File: src/rtl/imem_uart_loader_pkg.sv
// Shared types and defaults for the serial instruction-memory loader.
// Holds the loader and receiver state enums, bit timing and frame marker.
package imem_uart_loader_pkg;

  localparam int unsigned ClksPerBitDefault = 521;  // 5 MHz / 9600 baud
  localparam int unsigned AddrWDefault      = 7;
  localparam logic [7:0]  HdrByteDefault    = 8'hA5;

  typedef enum logic [2:0] {
    StIdle,
    StGetN,
    StGetData,
    StGetCsum,
    StDone,
    StError
  } loader_state_e;

  typedef enum logic [1:0] {
    RxIdle,
    RxStart,
    RxData,
    RxStop
  } rx_state_e;

  // Largest word count whose last word address still fits in addr_w bits.
  function automatic int unsigned max_words(input int unsigned addr_w);
    return 32'd1 << (addr_w - 2);
  endfunction

endpackage

File: src/rtl/imem_uart_loader_if.sv
// Instruction-memory write port driven by the loader.
interface imem_uart_loader_if #(
  parameter int unsigned AddrW = 7
) ();
  logic             we;
  logic [AddrW-1:0] addr;
  logic [31:0]      wdata;

  modport master (output we, output addr, output wdata);
  modport slave  (input we, input addr, input wdata);
endinterface

File: src/rtl/imem_uart_loader_uart_rx_byte.sv
// 8N1 UART byte receiver: two-flop synchroniser, mid-bit sampling, one-cycle
// byte_valid on a good stop bit and frame_err on a low stop bit.
module uart_rx_byte
  import imem_uart_loader_pkg::*;
#(
  parameter int unsigned ClksPerBit = ClksPerBitDefault
) (
  input  logic       clk_i,
  input  logic       rst_ni,
  input  logic       rx_i,
  output logic [7:0] byte_o,
  output logic       byte_valid_o,
  output logic       frame_err_o
);

  localparam int unsigned    CntW     = (ClksPerBit > 2) ? $clog2(ClksPerBit) : 1;
  localparam logic [CntW-1:0] HalfLast = CntW'(ClksPerBit / 2 - 1);
  localparam logic [CntW-1:0] FullLast = CntW'(ClksPerBit - 1);

  logic            sync1_q, sync2_q, prev_q;
  rx_state_e       state_q;
  logic [CntW-1:0] cnt_q;
  logic [2:0]      bit_q;
  logic [7:0]      shift_q;
  logic [7:0]      byte_q;
  logic            valid_q;
  logic            ferr_q;

  always_ff @(posedge clk_i or negedge rst_ni) begin
    if (!rst_ni) begin
      sync1_q <= 1'b1;
      sync2_q <= 1'b1;
      prev_q  <= 1'b1;
      state_q <= RxIdle;
      cnt_q   <= '0;
      bit_q   <= '0;
      shift_q <= '0;
      byte_q  <= '0;
      valid_q <= 1'b0;
      ferr_q  <= 1'b0;
    end else begin
      sync1_q <= rx_i;
      sync2_q <= sync1_q;
      prev_q  <= sync2_q;
      valid_q <= 1'b0;
      ferr_q  <= 1'b0;
      unique case (state_q)
        RxIdle: begin
          cnt_q <= '0;
          bit_q <= '0;
          if (prev_q && !sync2_q) state_q <= RxStart;
        end
        RxStart: begin
          // Re-check the start bit at its centre to reject glitches.
          if (cnt_q == HalfLast) begin
            cnt_q   <= '0;
            state_q <= sync2_q ? RxIdle : RxData;
          end else begin
            cnt_q <= cnt_q + 1'b1;
          end
        end
        RxData: begin
          if (cnt_q == FullLast) begin
            cnt_q   <= '0;
            shift_q <= {sync2_q, shift_q[7:1]};
            bit_q   <= bit_q + 1'b1;
            if (bit_q == 3'd7) state_q <= RxStop;
          end else begin
            cnt_q <= cnt_q + 1'b1;
          end
        end
        RxStop: begin
          if (cnt_q == FullLast) begin
            cnt_q   <= '0;
            state_q <= RxIdle;
            if (sync2_q) begin
              byte_q  <= shift_q;
              valid_q <= 1'b1;
            end else begin
              ferr_q <= 1'b1;
            end
          end else begin
            cnt_q <= cnt_q + 1'b1;
          end
        end
        default: state_q <= RxIdle;
      endcase
    end
  end

  assign byte_o       = byte_q;
  assign byte_valid_o = valid_q;
  assign frame_err_o  = ferr_q;

endmodule

File: src/rtl/imem_uart_loader.sv
// Serial program loader: parses A5/N/data/checksum frames from the UART and
// writes big-endian 32-bit words into instruction memory, holding the CPU meanwhile.
module imem_uart_loader
  import imem_uart_loader_pkg::*;
#(
  parameter int unsigned ClksPerBit = ClksPerBitDefault,
  parameter int unsigned AddrW      = AddrWDefault,
  parameter logic [7:0]  HdrByte    = HdrByteDefault
) (
  input  logic                clk_i,
  input  logic                rst_ni,
  input  logic                uart_rx_i,
  imem_uart_loader_if.master  imem,
  output logic                cpu_hold_o,
  output logic                load_done_o,
  output logic                load_err_o
);

  localparam int unsigned MaxWords = max_words(AddrW);

  logic [7:0] rx_byte;
  logic       rx_valid;
  logic       rx_ferr;

  uart_rx_byte #(
    .ClksPerBit(ClksPerBit)
  ) u_rx (
    .clk_i       (clk_i),
    .rst_ni      (rst_ni),
    .rx_i        (uart_rx_i),
    .byte_o      (rx_byte),
    .byte_valid_o(rx_valid),
    .frame_err_o (rx_ferr)
  );

  loader_state_e    state_q;
  logic [7:0]       words_left_q;
  logic [1:0]       byte_idx_q;
  logic [7:0]       csum_q;
  logic [23:0]      word_q;
  logic [AddrW-1:0] addr_q;
  logic [AddrW-1:0] imem_addr_q;
  logic [31:0]      imem_wdata_q;
  logic             imem_we_q;
  logic             hold_q;
  logic             done_q;
  logic             err_q;
  logic             n_ok;

  assign n_ok = (rx_byte != 8'd0) && (32'(rx_byte) <= MaxWords);

  always_ff @(posedge clk_i or negedge rst_ni) begin
    if (!rst_ni) begin
      state_q      <= StIdle;
      words_left_q <= '0;
      byte_idx_q   <= '0;
      csum_q       <= '0;
      word_q       <= '0;
      addr_q       <= '0;
      imem_addr_q  <= '0;
      imem_wdata_q <= '0;
      imem_we_q    <= 1'b0;
      hold_q       <= 1'b0;
      done_q       <= 1'b0;
      err_q        <= 1'b0;
    end else begin
      imem_we_q <= 1'b0;
      unique case (state_q)
        StIdle: begin
          if (rx_valid && rx_byte == HdrByte) begin
            state_q <= StGetN;
            hold_q  <= 1'b1;
            done_q  <= 1'b0;
            err_q   <= 1'b0;
          end
        end
        StGetN: begin
          if (rx_ferr || (rx_valid && !n_ok)) begin
            state_q <= StError;
            hold_q  <= 1'b0;
            err_q   <= 1'b1;
          end else if (rx_valid) begin
            words_left_q <= rx_byte;
            addr_q       <= '0;
            csum_q       <= '0;
            byte_idx_q   <= '0;
            state_q      <= StGetData;
          end
        end
        StGetData: begin
          if (rx_ferr) begin
            state_q <= StError;
            hold_q  <= 1'b0;
            err_q   <= 1'b1;
          end else if (rx_valid) begin
            csum_q     <= csum_q ^ rx_byte;
            word_q     <= {word_q[15:0], rx_byte};
            byte_idx_q <= byte_idx_q + 1'b1;
            if (byte_idx_q == 2'd3) begin
              imem_we_q    <= 1'b1;
              imem_addr_q  <= addr_q;
              imem_wdata_q <= {word_q, rx_byte};
              addr_q       <= addr_q + AddrW'(4);
              words_left_q <= words_left_q - 1'b1;
              if (words_left_q == 8'd1) state_q <= StGetCsum;
            end
          end
        end
        StGetCsum: begin
          if (rx_ferr || (rx_valid && rx_byte != csum_q)) begin
            state_q <= StError;
            hold_q  <= 1'b0;
            err_q   <= 1'b1;
          end else if (rx_valid) begin
            state_q <= StDone;
            hold_q  <= 1'b0;
            done_q  <= 1'b1;
          end
        end
        StDone:  state_q <= StIdle;
        StError: state_q <= StIdle;
        default: state_q <= StIdle;
      endcase
    end
  end

  assign imem.we     = imem_we_q;
  assign imem.addr   = imem_addr_q;
  assign imem.wdata  = imem_wdata_q;
  assign cpu_hold_o  = hold_q;
  assign load_done_o = done_q;
  assign load_err_o  = err_q;

endmodule

File: src/flat_wrapper.sv
// flat-port wrapper written by rule: the top's interface ports become plain ports
module imem_uart_loader_flat import imem_uart_loader_pkg::*;
#(
  parameter int unsigned ClksPerBit = ClksPerBitDefault,
  parameter int unsigned AddrW      = AddrWDefault,
  parameter logic [7:0]  HdrByte    = HdrByteDefault
)
  (clk_i, rst_ni, uart_rx_i, cpu_hold_o, load_done_o, load_err_o, imem_we, imem_addr, imem_wdata);
  imem_uart_loader_if #(.AddrW(AddrW)) imem_i ();
  input  logic clk_i;
  input  logic rst_ni;
  input  logic uart_rx_i;
  output logic cpu_hold_o;
  output logic load_done_o;
  output logic load_err_o;
  output wire logic [$bits(imem_i.we)-1:0] imem_we;
  output wire logic [$bits(imem_i.addr)-1:0] imem_addr;
  output wire logic [$bits(imem_i.wdata)-1:0] imem_wdata;
  assign imem_we = imem_i.we;
  assign imem_addr = imem_i.addr;
  assign imem_wdata = imem_i.wdata;
  imem_uart_loader #(.ClksPerBit(ClksPerBit), .AddrW(AddrW), .HdrByte(HdrByte)) u_core (.clk_i(clk_i), .rst_ni(rst_ni), .uart_rx_i(uart_rx_i), .imem(imem_i), .cpu_hold_o(cpu_hold_o), .load_done_o(load_done_o), .load_err_o(load_err_o));
endmodule
File: config.mk
export PLATFORM = sky130hd
export DESIGN_NAME = imem_uart_loader_flat
export DESIGN_NICKNAME = d
export VERILOG_FILES = /design/src/rtl/imem_uart_loader_pkg.sv /design/src/rtl/imem_uart_loader_if.sv /design/src/rtl/imem_uart_loader_uart_rx_byte.sv /design/src/rtl/imem_uart_loader.sv /design/src/flat_wrapper.sv
export SDC_FILE = /design/constraint.sdc
export NUM_CORES = 1
export LEC_CHECK = 0
export BUFFER_PORTS_ARGS = -buffer_cell sky130_fd_sc_hd__buf_4
export CAP_MARGIN = 20
export CORE_UTILIZATION = 30
export CTS_CLUSTER_DIAMETER = 200
export DETAILED_ROUTE_END_ITERATION = 6
export PLACE_DENSITY = 0.51
export SLEW_MARGIN = 10
export SYNTH_ARGS = -nofsm -noshare
export SYNTH_HDL_FRONTEND = slang
export SYNTH_SLANG_ARGS = --single-unit
File: constraint.sdc
create_clock -name clk_i -period 2.8 [get_ports clk_i]
set_input_delay 0.14 -clock clk_i [delete_from_list [all_inputs] [get_ports clk_i]]
set_output_delay 0.14 -clock clk_i [all_outputs]
set_load 0.02 [all_outputs]
Word-level counts from Yosys, hierarchy flattened
Cells that the tools add are included.
{ "classes": {"n_addsub": 5, "n_mul": 0, "n_div": 0, "magnitude_cmp": 1, "n_eq_ne": 34, "shifts": 0, "mux": 68, "bitwise": 2, "n_reduce_logical": 29} }
{ "op_table": {"columns": ["operator", "n"], "rows": [
  ["$mux 8", 9],
  ["$mux 7", 5],
  ["$pmux 8 s2", 2],
  ["$mux 3", 10],
  ["$pmux 10 s3", 1],
  ["$ne 2x2->1 const B", 12],
  ["$mux 1", 21],
  ["$mux 10", 2],
  ["$mux 2", 10],
  ["$reduce_and 5->1", 4],
  ["$pmux 7 s2", 1],
  ["$ne 3x2->1 const B", 4],
  ["$pmux 3 s4", 1],
  ["$reduce_and 6->1", 2],
  ["$add 10x1->10 const B", 1],
  ["$eq 10x10->1 const B", 1],
  ["$eq 10x9->1 const B", 1],
  ["$eq 8x1->1 const B", 1],
  ["$eq 8x8->1 const B", 1],
  ["$le 8x6->1 const B", 1],
  ["$ne 2x1->1 const B", 4],
  ["$ne 8x8->1", 1],
  ["$pmux 1 s4", 2],
  ["$pmux 2 s4", 1],
  ["other kinds (27)", 41]
]} }
{ "word_totals": {"reg_bits": 131, "latchBits": 0, "ramBits": 0, "mem_bits_ro": 0, "input_bits": 3, "out_inout_bits": 43, "word_cells": 161, "mem_count": 0} }

Logic depth before layout (Yosys ltp)
Gate-level depths: netlist of run 1.
{ "logic_depth": {"word_depth": 7, "ltp_mapped": 8, "mapped_depth_nobuf": 7} }

Hierarchy
A second synthesis of run 1 with hierarchy kept.
{ "unflattened": {"cells_unflattened": 579, "hier_area_um2": 5768.0} }
{ "modules_own_cells": {"columns": ["module", "instances", "cells_each", "area_each_um2", "seq_area_each_um2"], "rows": [
  ["imem_uart_loader", 1, 450, 4182.8, 2277.2],
  ["uart_rx_byte", 1, 129, 1585.3, 904.6]
]} }

Least setup slack after synthesis of run 1
OpenSTA, ideal clock, no wires.
{ "synth_timing": {"kind": "reg-to-reg", "start": "register u_core.u_rx.cnt_q[5]", "end": "register u_core.u_rx.byte_q[0], in the netlist u_core.u_rx.byte_o[0]", "setup_ns": 0.125, "arrival_time_ns": 1.928, "t_required_ns": 2.675, "path_slack_ns": 0.747, "path_stages_with_launch": 6, "n_path_buf": 1, "period_less_slack_ns": 2.053, "cell_sequence": "dfrtp_1 -> or4_4 -> or3_1 -> buf_6 -> nor2_8 -> mux2_2"} }
{ "synth_between": {"elab_chain_cells": 2} }
{ "synth_lines": {"columns": ["item", "line_no", "source"], "rows": [
  ["from (decl)", "imem_uart_loader_uart_rx_byte.sv:22", "logic [CntW-1:0] cnt_q;"],
  ["from (signal assigned)", "imem_uart_loader_uart_rx_byte.sv:59", "cnt_q <= cnt_q + 1'b1;"],
  ["from (signal assigned)", "imem_uart_loader_uart_rx_byte.sv:69", "cnt_q <= cnt_q + 1'b1;"],
  ["from (signal assigned)", "imem_uart_loader_uart_rx_byte.sv:83", "cnt_q <= cnt_q + 1'b1;"],
  ["$eq 10x10->1", "imem_uart_loader_uart_rx_byte.sv:73", "if (cnt_q == FullLast) begin"],
  ["$reduce_and 3->1 (no line)", null, null],
  ["to (signal assigned)", "imem_uart_loader_uart_rx_byte.sv:77", "byte_q <= shift_q;"],
  ["to (decl)", "imem_uart_loader_uart_rx_byte.sv:25", "logic [7:0] byte_q;"]
]} }
No other way between the ends.
A chain may end at the register's enable or synchronous reset.

Final worst setup path of run 1
{ "layout_timing": {"start": "register u_core.state_q[2]", "end": "register u_core.words_left_q[3]"} }
{ "layout_between": {"elab_chain_cells": 3, "word_cells_on_any_way": 10, "cone_classes": "7 x eq/ne; 1 x mux; 2 x reduce/logical"} }
{ "layout_lines": {"columns": ["item", "line_no", "source"], "rows": [
  ["from (decl)", "imem_uart_loader.sv:36", "loader_state_e state_q;"],
  ["from (signal assigned)", "imem_uart_loader.sv:54", "state_q <= StIdle;"],
  ["from (signal assigned)", "imem_uart_loader.sv:71", "state_q <= StGetN;"],
  ["from (signal assigned)", "imem_uart_loader.sv:79", "state_q <= StError;"],
  ["$eq 3x2->1 or $eq 3x1->1 (tied branches)", "imem_uart_loader.sv:68", "unique case (state_q)"],
  ["$ne 2x1->1 (no line) (tied with other cells)", null, null],
  ["$reduce_and 6->1 (no line)", null, null],
  ["to (signal assigned)", "imem_uart_loader.sv:83", "words_left_q <= rx_byte;"],
  ["to (signal assigned)", "imem_uart_loader.sv:104", "words_left_q <= words_left_q - 1'b1;"],
  ["to (decl)", "imem_uart_loader.sv:37", "logic [7:0] words_left_q;"]
]} }
Several ways; a longest one is shown, not always the timed one.

==> results.ini, run 1 <==
[timing]
relSlewSlack = 0.532
finalMaxSlewViolations = 0
setup_ws_ns = 0.466
fmax_mhz = 429
worst_slew_pin_slew_ns = 0.702
hold_viol_final = 0
min_period_ns = 2.33
finalSetupTns_ns = 0
clock_skew_ns = 0.00997
rsz0062_at_grt = no
post-route-period-util = 0.833
final-setup-viol-count = 0

[power]
p_per_area_nw_per_um2 = 641
leakagePower_nw = 3.42
ir_worst_vdd_mv = 0.479

[detailed_routing]
via_count = 3733
postRouteAntennaNets = 0
first_pass_iters = 4
wl_per_cell_um = 14.7
drc = 0
viasPerCell = 4.75
routed_wl_um = 11600
drt_iter0_markers = 188

[die]
chipHeight_um = 138
row_count = 49
coreArea_um2 = 18000
die_w_um = 138
start_util = 0.307
ioPinCount = 46
die_area_um2 = 19000

[worst_setup_path]
worstReg2RegEnd = u_core.words_left_q[3]
crit_chain = nor3b_1 > and3_2 > buf_12 > a31o_4 > o21ai_0 > a22oi_2
crit_family = simple AND/OR/NAND/NOR gates
cp_num_buf_inv = 1
critPathLaunchType = flop
cp_max_fo = 29
slowest_delay_ns = 0.56
crit_path_top_delay_cell = nor3b_1
reg2regPathDepth = 6
rrSetupSlack_ns = 0.47
cp.required_ns = 3.14
r2r-start = u_core.state_q[2]
cp-end-kind = flop
crit_type = reg -> reg
cp_data_arrival_time_ns = 2.67

[logic_synthesis]
synth_cell_types = 53
synth_most_common_cell = dfrtp_1
synth_edf_count = 0
synth_compound_area_frac = 0.0847
synth_common_cells = 124 x dfrtp_1, 89 x nand2_1, 55 x mux2_2
yosysTopAreaCellShare = 0.560
syn_area_um2 = 5540
synthMuxAreaShare = 0.112
yosys_warnings = 0
synth_flop_cell = dfrtp_1
synthXorXnorAreaFrac = 0.0253
ys_ff_latch = 127
synth_top_family_by_area = simple AND/OR/NAND/NOR gates
syn_avg_cell_area_um2 = 11.2
synth_area_leader_cell = dfrtp_1
ys_top_cells_by_area = dfrtp_1 56%, mux2_2 11%, nand2_1 6.0%, o21ai_0 3.0%, xor2_1 2.1%
yosysSeqAreaShare = 0.574
synth-simple-area-share = 0.157
syn_inst = 493
async_flop_share = 1.00
synthAdderAreaFrac = 0.0181

[grt]
grt_pass1_wl_um = 19400
antenna_found_initial = 0
groute.usage.overall = 0.136
grt_overflow_total = 0
use_met1 = 0.167
use_met2 = 0.224
busiest_layer = met2
grt_start_max_net_pins = 53
gr-usage-met3 = 0.0431
grt_pass1_vias = 3799

[hold_path]
hold_path.class = in -> async

[clock_network]
cts_tree = done
cts_buffers = 17
clkTransAtPathRegs_ns = 0.06
post_cts_buffers = 0
cts_max_level = 4
cts_root_buffer = clkbuf_16
cts_sinks = 127
clk_latency_ns = 0.42
cts_buffer_depth = 2

[placement]
dp_hpwl_um = 7740
placed_cells = 753
port_buffers = 43
gp_congestion = 0.787
pre_cts_ws_ns = 0.489

[run_status]
outcome = finished clean

[finish]
nFillCells = 1772
nets = 556
final_cell_count_no_fill = 786
diodes = 0
layout-drive-gt1-share = 0.282
syn2layout_area_growth_pct = 21.9

[run]
cap_violations = 0

==> where the power goes <==
| group | switching [mW] | leakage, nW | internal [mW] | total, mW |
|---|---|---|---|---|
| registers | 0.0631 | 1.75 | 1.89 | 1.95 |
| logic | 0.110 | 1.39 | 0.0778 | 0.188 |
| clock network | 0.828 | 0.282 | 1.36 | 2.18 |
| total | 1.00 | 3.42 | 3.33 | 4.33 |
==> worst max-delay path by stage <==
stage	from	endpoint	slack, ns	cells after the start
3_3_place_gp	u_core.state_q[2]	u_core.words_left_q[3]	0.58	6
2_1_floorplan	u_core.u_rx.cnt_q[5]	u_core.u_rx.byte_o[0]	0.75	5
5_1_grt	u_core.state_q[1]	u_core.words_left_q[3]	0.30	6
4_1_cts	u_core.state_q[2]	u_core.words_left_q[3]	0.47	6
6_report	u_core.state_q[2]	u_core.words_left_q[3]	0.47	6
3_5_place_dp	u_core.state_q[2]	u_core.words_left_q[3]	0.49	6
==> cells in the final DEF, fill, tap and decap left out, types with 3 or more instances in the layout <==
cell type and n:
dfrtp_1 124, nand2_1 89, mux2_2 55, buf_4 53, o21ai_0 33, nor2_1 29, clkbuf_16 17, a21oi_1 16
nand3_1 15, xor2_1 13, inv_1 8, ha_1 8, nor3_1 6, a22o_1 5, and3_1 4, nand2b_1 4
nor4_1 4, a21o_1 3, xnor2_1 3, or3_1 3, nor3b_1 3, a31oi_1 3, nand4_1 3, clkinvlp_4 3
clkinv_4 3, dfstp_2 3
==> kinds of logic (layout without fill, tap and decap cells) <==
| family | count (synthesis) | after routing |
|---|---|---|
| and+or+nand+nor | 180 | 180 |
| xor gates and xnor gates | 16 | 16 |
| AOI/OAI and AO/OA | 73 | 73 |
| adders and majority gates | 8 | 8 |
| other | 1 | 2 |
| muxes | 55 | 55 |
| buffers and inverters | 33 | 96 |
| DFF | 127 | 127 |
==> through the flow <==
step | hold slack, ns | utilization | power [mW] | instance area (um2)
after floorplan | -0.156 | - | 2.09 | 5550
after global placement | 0.222 | 0.341 | 2.16 | 6140
after detailed placement | 0.239 | 0.341 | 2.17 | 6140
after CTS | 0.338 | 0.375 | 4.39 | 6750
after global routing | 0.358 | 0.375 | 4.50 | 6750
final | 0.315 | 0.375 | 4.33 | 6750
==> what timing repair did <==
| item | CTS | global route |
|---|---|---|
| resized for setup | 0 | 0 |
| hold buffers | 2 | 0 |
| endpoints found under the hold margin | 50 | 0 |
==> registers in the layout (all words and copies together) (netlist names), 8 cells and up <==
register,cells
u_core.csum_q,8
u_core.imem.wdata,32
u_core.word_q,24
u_core.u_rx.byte_o,8
u_core.u_rx.cnt_q,10
u_core.u_rx.shift_q,8
u_core.words_left_q,8
==> metal layers <==
layer  part of all wire  routed length (um)
met4              0.012                 140
met3              0.044                 504
met2               0.49                5670
met5                  0                   0
met1               0.45                5250
==> layout make-up <==
cell class	instances	area, um2	area share
inverter	8	30.0	0.00445
clock inverter	12	136	0.0202
clock buffer	19	453	0.0671
tap	229	287	0.0424
multi-input combinational	334	2210	0.327
timing repair buffer	57	458	0.0678
sequential	127	3180	0.471
No activity file was read; power rests on OpenSTA's default activity.
==> inputs of run 2 (changes only) <==
--- a/config.mk
+++ b/config.mk
@@ -5,12 +5,13 @@
 export SDC_FILE = /design/constraint.sdc
 export NUM_CORES = 1
 export LEC_CHECK = 0
+export ABC_AREA = 1
 export BUFFER_PORTS_ARGS = -buffer_cell sky130_fd_sc_hd__buf_4
 export CAP_MARGIN = 20
 export CORE_UTILIZATION = 30
 export CTS_CLUSTER_DIAMETER = 200
 export DETAILED_ROUTE_END_ITERATION = 6
-export PLACE_DENSITY = 0.51
+export PLACE_DENSITY = 0.52
 export SLEW_MARGIN = 10
 export SYNTH_ARGS = -nofsm -noshare
 export SYNTH_HDL_FRONTEND = slang
==> constraint.sdc (replaced) <==
create_clock -name clk_i -period 2 [get_ports clk_i]
set_input_delay 0.1 -clock clk_i [delete_from_list [all_inputs] [get_ports clk_i]]
set_output_delay 0.1 -clock clk_i [all_outputs]
set_load 0.02 [all_outputs]
==> results.ini, run 2 <==
[detailed_routing]
routed_wl_um = 12000
via_count = 4258
wl_per_cell_um = 12.5
postRouteAntennaNets = 0
drc = 7
viasPerCell = 4.43
first_pass_iters = 7
drt_iter0_markers = 275

[timing]
finalSetupTns_ns = 0
worst_slew_pin_slew_ns = 0.509
relSlewSlack = 0.660
post-route-period-util = 0.892
holdWs_ns = 0.200
final-setup-viol-count = 0
min_period_ns = 1.78
finalMaxSlewViolations = 0
clock_skew_ns = 0.00898
hold_viol_final = 0
rsz0062_at_grt = no
fmax_mhz = 560

[power]
power_mw = 6.25
leakagePower_nw = 3.40
p_per_area_nw_per_um2 = 906
ir_worst_vdd_mv = 0.768

[logic_synthesis]
ys_ff_latch = 127
synth_edf_count = 0
syn_area_um2 = 5650
synth_area_leader_cell = dfrtp_1
synth_flop_cell = dfrtp_1
yosysSeqAreaShare = 0.563
yosysTopAreaCellShare = 0.549
ys_top_cells_by_area = dfrtp_1 55%, nand2_1 14%, o21ai_0 5.9%, inv_1 4.5%, o21ai_1 3.0%
syn_avg_cell_area_um2 = 8.54
async_flop_share = 1.00
synth_most_common_cell = nand2_1
synth_cell_types = 31
syn_inst = 662
synth_common_cells = 213 x nand2_1, 124 x dfrtp_1, 68 x inv_1
yosys_warnings = 0

[finish]
multiInputGateArea_um2 = 2050
stdcell_area_um2 = 6900
nFillCells = 1867
layout-drive-gt1-share = 0.157
seqCellArea_um2 = 3180
nets = 731
layout_common_cells = 213 x nand2_1, 124 x dfrtp_1, 67 x o21ai_0
diodes = 0
largest_reg_flops = 32
final_common_cell = nand2_1
utilization = 0.379
syn2layout_area_growth_pct = 22.1

[clock_network]
cts_root_buffer = clkbuf_16
cts_buffers = 17
cts_buffer_depth = 2
clkTransAtPathRegs_ns = 0.06
cts_sinks = 127
cts_max_level = 4
cts_tree = done
clk_latency_ns = 0.42

[grt]
grt_pass1_wl_um = 20500
antenna_found_initial = 0
groute.usage.overall = 0.135
grt_pass1_vias = 4025
grt_overflow_total = 0
grt_start_max_net_pins = 56

[run_status]
outcome = complete, but fails checks
violations = design-rule violations

[run]
cap_violations = 0

[placement]
place_area_um2 = 6260
gp_congestion = 0.782
port_buffers = 43
dp_hpwl_um = 8260

[worst_setup_path]
cp-end-kind = flop
cp_max_fo = 16
critPathLaunchType = flop
crit_type = reg -> reg
cp_data_arrival_time_ns = 2.08
r2r-start = u_core.u_rx.cnt_q[0]
rrSetupSlack_ns = 0.22
cp.required_ns = 2.29
reg2regPathDepth = 9
worstReg2RegEnd = u_core.u_rx.shift_q[3]

[die]
row_count = 49
die_w_um = 139
start_util = 0.310
coreArea_um2 = 18200
die_area_um2 = 19400
chipHeight_um = 139
ioPinCount = 46

[hold_path]
hold_path.class = in -> async

-- run 2: cell types whose count changed after synthesis, moves of 9 or more --
cell | previous run | this run
nand2_1 | 89 | 213
inv_1 | 8 | 68
mux2_2 | 55 | 0
o21ai_0 | 33 | 67
o21ai_1 | 1 | 34
nand3_1 | 15 | 30
xor2_1 | 13 | 4
-- run 2: per-stage QoR --
step | setup slack [ns] | cells
floorplan | 0.422 | 663
global placement | 0.187 | 927
detailed placement | 0.115 | 927
CTS | 0.103 | 961
global route | 0.00416 | 962
finish | 0.215 | 962
-- run 2: worst max-delay path, stage by stage (launching register included) --
cell	delay [ns]
dfrtp_1	0.40
inv_1	0.07
ha_1	0.15
nand3_1	0.09
nor3_1	0.13
nand2_1	0.15
inv_1	0.22
nand2_2	0.22
nor2_1	0.17
a21oi_1	0.06
-- run 2: cells by family (layout without fill, tap and decap cells) --
group / after synthesis / in the layout / synth area share
compound gates: 118 / 118 / 0.107
xor+xnor: 6 / 6 / 0.00930
fa+ha+maj: 8 / 8 / 0.0177
buf+inv: 98 / 168 / 0.0748
flops: 127 / 127 / 0.563
other cells: 1 / 2 / 0.000664
simple gates: 304 / 304 / 0.227
-- run 2: cell type report --
type	instances	area share
sequential	127	0.461
multi-input combinational	438	0.297
timing repair buffer	60	0.0702
clock buffer	23	0.0693
inverter	76	0.0417
tap	229	0.0415
clock inverter	9	0.0189
-- run 2: how the worst max path moves through the flow --
stage	start	to	slack, ns	cells after the start
after detailed placement	u_core.state_q[2]	u_core.imem.wdata[20]	0.12	9
after floorplan	u_core.u_rx.cnt_q[0]	u_core.u_rx.byte_o[0]	0.42	8
after global placement	u_core.state_q[2]	u_core.imem.addr[5]	0.19	9
final	u_core.u_rx.cnt_q[0]	u_core.u_rx.shift_q[3]	0.22	9
after CTS	u_core.state_q[2]	u_core.imem.wdata[6]	0.10	9
after global routing	u_core.u_rx.cnt_q[0]	u_core.u_rx.shift_q[3]	0.004	9
-- run 2: per-layer routing --
metal  part of all wire  GRT usage  wire length (um)
met5                  0          0                 0
met4              0.017     0.0649               210
met3              0.046     0.0361               555
met2               0.43      0.190              5180
met1               0.51      0.192              6080
-- run 2: power breakdown --
group / switching, mW / internal [mW]
Clock: 1.14 / 2.06
Sequential: 0.0541 / 2.62
Combinational: 0.262 / 0.111
-- run 2: timing repair --
action	4_1_cts	5_1_grt
hold buffers	2	0
endpoints found under the hold margin	53	0
setup buffers	0	1
endpoints found under the setup margin	0	10
resized for setup	0	3
